## src/rtl/cla_pkg.sv

```systemverilog
// Shared definitions for the pipelined carry-lookahead adder: parameter
// legality and group generate/propagate reduction.
package cla_pkg;

    localparam int MAX_BLOCK = 64;

    typedef struct packed {
        logic g;
        logic p;
    } gp_t;

    function automatic bit params_legal(input int width, input int block);
        return (block >= 1) && (block <= MAX_BLOCK) && (width >= block) &&
               (width % block == 0);
    endfunction

    // Reduce the low n bit-level g/p pairs into one group generate/propagate.
    function automatic gp_t group_gp(input logic [MAX_BLOCK-1:0] g,
                                     input logic [MAX_BLOCK-1:0] p,
                                     input int n);
        gp_t r;
        r.g = 1'b0;
        r.p = 1'b1;
        for (int i = 0; i < MAX_BLOCK; i++) begin
            if (i < n) begin
                r.g = g[i] | (p[i] & r.g);
                r.p = r.p & p[i];
            end
        end
        return r;
    endfunction

endpackage

```

## src/rtl/cla_group.sv

```systemverilog
// Combinational BLOCK-bit lookahead group: every internal carry is formed
// directly from cin and a prefix generate/propagate, not rippled.
module cla_group
    import cla_pkg::*;
#(
    parameter int BLOCK = 4
) (
    input  logic [BLOCK-1:0] a,
    input  logic [BLOCK-1:0] b,
    input  logic             cin,
    output logic [BLOCK-1:0] sum,
    output logic             g,
    output logic             p,
    output logic             cout,
    output logic             c_msb_in
);

    logic [BLOCK-1:0] bit_g;
    logic [BLOCK-1:0] bit_p;
    logic [BLOCK:0]   c;
    gp_t              pre;
    gp_t              grp;

    assign bit_g = a & b;
    assign bit_p = a ^ b;

    always_comb begin
        pre  = '0;
        c    = '0;
        c[0] = cin;
        for (int i = 0; i < BLOCK; i++) begin
            pre      = group_gp(MAX_BLOCK'(bit_g), MAX_BLOCK'(bit_p), i + 1);
            c[i+1]   = pre.g | (pre.p & cin);
        end
    end

    assign grp      = group_gp(MAX_BLOCK'(bit_g), MAX_BLOCK'(bit_p), BLOCK);
    assign g        = grp.g;
    assign p        = grp.p;
    assign sum      = bit_p ^ c[BLOCK-1:0];
    assign cout     = c[BLOCK];
    assign c_msb_in = c[BLOCK-1];

endmodule

```

## src/rtl/pipelined_cla_adder.sv

```systemverilog
// Pipelined adder/subtractor: one lookahead group resolved per stage, with a
// valid/ready chain that collapses bubbles and streams at full rate.
module pipelined_cla_adder
    import cla_pkg::*;
#(
    parameter int WIDTH = 16,
    parameter int BLOCK = 4
) (
    input  logic             clk,
    input  logic             rst,
    input  logic             in_valid,
    output logic             in_ready,
    input  logic [WIDTH-1:0] in_a,
    input  logic [WIDTH-1:0] in_b,
    input  logic             in_cin,
    input  logic             in_sub,
    output logic             out_valid,
    input  logic             out_ready,
    output logic [WIDTH-1:0] out_sum,
    output logic             out_cout,
    output logic             out_ovf
);

    localparam int NUM_STAGES = WIDTH / BLOCK;

    if (!params_legal(WIDTH, BLOCK)) begin : g_bad_params
        $error("pipelined_cla_adder: WIDTH must be a positive multiple of BLOCK");
    end

    logic [NUM_STAGES-1:0] vld;
    logic [NUM_STAGES:0]   rdy;
    logic [WIDTH-1:0]      a_p   [NUM_STAGES];
    logic [WIDTH-1:0]      b_p   [NUM_STAGES];
    logic [WIDTH-1:0]      sum_p [NUM_STAGES];
    logic [NUM_STAGES-1:0] c_p;
    logic [NUM_STAGES-1:0] cmsb_p;
    logic [WIDTH-1:0]      b_eff;
    logic                  c0;

    // Subtraction folds into addition: A + ~B + ~borrow.
    assign b_eff = in_sub ? ~in_b : in_b;
    assign c0    = in_sub ? ~in_cin : in_cin;

    assign rdy[NUM_STAGES] = out_ready;
    assign in_ready        = rdy[0];

    for (genvar s = 0; s < NUM_STAGES; s++) begin : g_stage
        logic             vin;
        logic [WIDTH-1:0] a_in;
        logic [WIDTH-1:0] b_in;
        logic [WIDTH-1:0] sum_in;
        logic [WIDTH-1:0] sum_next;
        logic             c_in;
        logic [BLOCK-1:0] grp_sum;
        logic             grp_g;
        logic             grp_p;
        logic             grp_cout;
        logic             grp_cmsb;

        if (s == 0) begin : g_first
            assign vin    = in_valid;
            assign a_in   = in_a;
            assign b_in   = b_eff;
            assign sum_in = '0;
            assign c_in   = c0;
        end else begin : g_next
            assign vin    = vld[s-1];
            assign a_in   = a_p[s-1];
            assign b_in   = b_p[s-1];
            assign sum_in = sum_p[s-1];
            assign c_in   = c_p[s-1];
        end

        cla_group #(.BLOCK(BLOCK)) u_group (
            .a        (a_in[s*BLOCK +: BLOCK]),
            .b        (b_in[s*BLOCK +: BLOCK]),
            .cin      (c_in),
            .sum      (grp_sum),
            .g        (grp_g),
            .p        (grp_p),
            .cout     (grp_cout),
            .c_msb_in (grp_cmsb)
        );

        always_comb begin
            sum_next                     = sum_in;
            sum_next[s*BLOCK +: BLOCK]   = grp_sum;
            assert (grp_cout == (grp_g | (grp_p & c_in)));
        end

        assign rdy[s] = !vld[s] | rdy[s+1];

        always_ff @(posedge clk) begin
            if (rst) begin
                vld[s] <= 1'b0;
            end else if (rdy[s]) begin
                vld[s] <= vin;
            end
        end

        // Stage boundary: data registers load only on a real transfer.
        always_ff @(posedge clk) begin
            if (rdy[s] && vin) begin
                a_p[s]    <= a_in;
                b_p[s]    <= b_in;
                sum_p[s]  <= sum_next;
                c_p[s]    <= grp_cout;
                cmsb_p[s] <= grp_cmsb;
            end
        end
    end

    assign out_valid = vld[NUM_STAGES-1];
    assign out_sum   = out_valid ? sum_p[NUM_STAGES-1] : '0;
    assign out_cout  = out_valid & c_p[NUM_STAGES-1];
    assign out_ovf   = out_valid & (cmsb_p[NUM_STAGES-1] ^ c_p[NUM_STAGES-1]);

endmodule

```

## config.mk

```make
export PLATFORM = sky130hd
export DESIGN_NAME = pipelined_cla_adder
export DESIGN_NICKNAME = d
export VERILOG_FILES = /design/src/rtl/cla_pkg.sv /design/src/rtl/cla_group.sv /design/src/rtl/pipelined_cla_adder.sv
export SDC_FILE = /design/constraint.sdc
export NUM_CORES = 1
export LEC_CHECK = 0
export ABC_AREA = 1
export CAP_MARGIN = 10
export CORE_ASPECT_RATIO = 0.5
export CORE_MARGIN = 5
export CORE_UTILIZATION = 54
export CTS_CLUSTER_SIZE = 40
export DETAILED_ROUTE_END_ITERATION = 16
export PLACE_DENSITY = 0.79
export SLEW_MARGIN = 20
export SYNTH_ARGS = -nofsm -noshare
export SYNTH_HDL_FRONTEND = slang
export SYNTH_HIERARCHICAL = 1
export SYNTH_SLANG_ARGS = --single-unit
```

## constraint.sdc

```tcl
create_clock -name clk -period 2.79 [get_ports clk]
set_input_delay 0.279 -clock clk [delete_from_list [all_inputs] [get_ports clk]]
set_output_delay 0.279 -clock clk [all_outputs]
set_load 0.005 [all_outputs]
```

==> results.md <==
* Final instance count without filler cells at 480
* Mapped Avg Cell Area at ~13 sq um
* Max VDD drop at 0.306 mV
* Crit path capture type: primary output
* Die X at 134 um
* Power share of the sequential group at 0.528
* Gates resized, CTS repair at 0
* Num rows at 22
* Worst endpoint data arrival time at around 2 ns
* First-pass GRT wire length at 11.2 mm
* Final Cycle Share at 0.815
* Total Wirelength at 6.65 mm
* Dpl cells at 464
* Grt ovf at 0
* Synthesis-to-finish area growth at 24.4%
* Fin area at approximately 5100 sq um
* Gate power share at 0.084
* Max_cap viols at 0
* # diodes at 0
* RSZ-0062 raised after global routing: no
* R2r setup slk at 0.89 ns
* Total power at 3.26 mW
* Clock Latency Late Sink at 0.33 ns
* Final Skew at 0.00519 ns
* Setup-failing EPs final at 0
* GPL Wtd Cong at 0.793
* Cells after Synth at 310
* Int Pwr at between 2 and 3 mW
* Synthesized area at 4130 sq um
* Achievable clock frequency at 0.440 GHz
* Via count at ~2300
* Post-Syn Nets at 368
* Max H-tree Level at 3
* CTS tree: yes
* Hold Fails Final Rpt at 0
* Worst Hold Class: flop to flop
* M1 WL at between 2 and 3 mm
* Routed wire per std cell at 13.9 um
* Die area at between 9000 and 10000 sq um
* Crit path kind: flop to primary output
* Clock Path Buffers at 2
* Inserted Clock Buffers at 9
* Initial Util at 0.559
* Max transition margin at 0.512
* Most common cell after layout, fill and taps aside: edfxtp_1
* DP Area at 4820 sq um
* Post-CTS setup buffer count at 0
* Critical path required time at 2.51 ns
* Root Driver: clkbuf_16
* Drt pass-1 iters at 7
* Core area at 7380 sq um
* Die height at 71.8 um
* Vias in the first global route at 2444
* Initial antenna violation count at 0
* Worst-Margin Slew at about 0.73 ns
* Startpoint Class: flop
* Most frequent cells in the layout: edfxtp_1 (93), nand2_1 (68), inv_1 (59), clkdlybuf4s50_1 (57), xor2_1 (21)
* Power Dens Cells at 634 nW/um^2
* Layout fillers at 496
* Critical path fanouts, max at 20
* DRT antenna net count at 0
* Reg-to-Reg Start: out_valid
* Dpl hpwl at about 4.6 mm
* Status: finished, final reports clean
* Detail Route met2 WL at 3.53 mm
* Clk slew on worst S/H paths at 0.06 ns
* Max Slew Vio Count at 0
* Setup TNS at 0 ns
* CTS hold repair buffers at 0
* I/O pin count at 58
* Top layer used by detailed routing: met4
* Clk pwr share at 0.388
* Pleak at 2.18 nW
* Average via count per standard cell at 4.74
* R2r endpoint: sum_p[2][8]
* Gr usage total at 0.154
* Met3 WL at 344 um
* Share of layout cells above drive strength 1 at 0.0938
* Hold endpoint: a_p[1][11]
* CTS sink cnt at 97
* Worst hold path depth at 0
* Sw frac at 0.200
* Synth warnings at 6
* Final min period at roughly 2.3 ns
* Largest net degree at the start of global routing at 30
* Nets at ~440
* Net Sw Power at 0.651 mW
* DRT iter0 DRCs at approximately 150
* Hold path start: a_p[0][11]
* DRC violations left at 0
* Port bufs at 57
* Reg2Reg Depth at 6
==> power by group through the flow <==
stage | clock network (mW) | logic [mW] | registers (mW)
after floorplan | 0 | 0.165 | 1.74
after global placement | 0 | 0.250 | 1.75
after detailed placement | 0 | 0.271 | 1.75
after CTS | 1.29 | 0.274 | 1.72
after global routing | 1.35 | 0.306 | 1.73
final | 1.26 | 0.273 | 1.72
==> worst max-delay path, cell delays in order (launching register included) <==
cell	delay [ns]
dfxtp_1	0.79
o21ai_0	0.19
a21oi_1	0.16
clkdlybuf4s50_1	0.51
==> registers in the layout, summed over array words and instances (netlist names) <==
register	cells
out_valid	1
c_p	1
b_p	24
sum_p	40
cmsb_p	1
g_stage.vin	3
a_p	24
g_stage.c_in	3
==> metal layers <==
layer	global-route usage	vias up
met5	0	-
met4	0.0684	0
met3	0.0421	4
met2	0.277	79
met1	0.174	1043
li1	-	1149
==> final cells by class <==
type,instances,area [sq um],area share
repair buffers,62,608,0.118
clock buffers,11,233,0.0453
clock inverters,5,80.1,0.0156
flip-flops and latches,97,2870,0.559
well taps,96,120,0.0234
multi-input cells,145,978,0.191
inverters,64,243,0.0473
==> worst max path at each step <==
stage	start	endpoint	depth (start not counted)	slack (ns)
3_5_place_dp	in_sub	g_stage[1].c_in	9	0.35
6_report	out_valid	out_ovf	3	0.52
2_1_floorplan	out_valid	a_p[0][10]	6	0.45
4_1_cts	out_valid	out_ovf	3	0.47
5_1_grt	out_valid	out_ovf	3	0.31
3_3_place_gp	in_sub	sum_p[0][0]	5	0.51
==> through the flow <==
| stage | setup WS, ns | hold slack, ns | utilization |
|---|---|---|---|
| after global routing | 0.306 | 0.422 | 0.696 |
| final | 0.516 | 0.417 | 0.696 |
| after floorplan | 0.454 | 0.341 | - |
| after detailed placement | 0.349 | 0.405 | 0.654 |
| after global placement | 0.512 | 0.401 | 0.654 |
| after CTS | 0.474 | 0.415 | 0.696 |
Power figures use the tool's default switching activity.
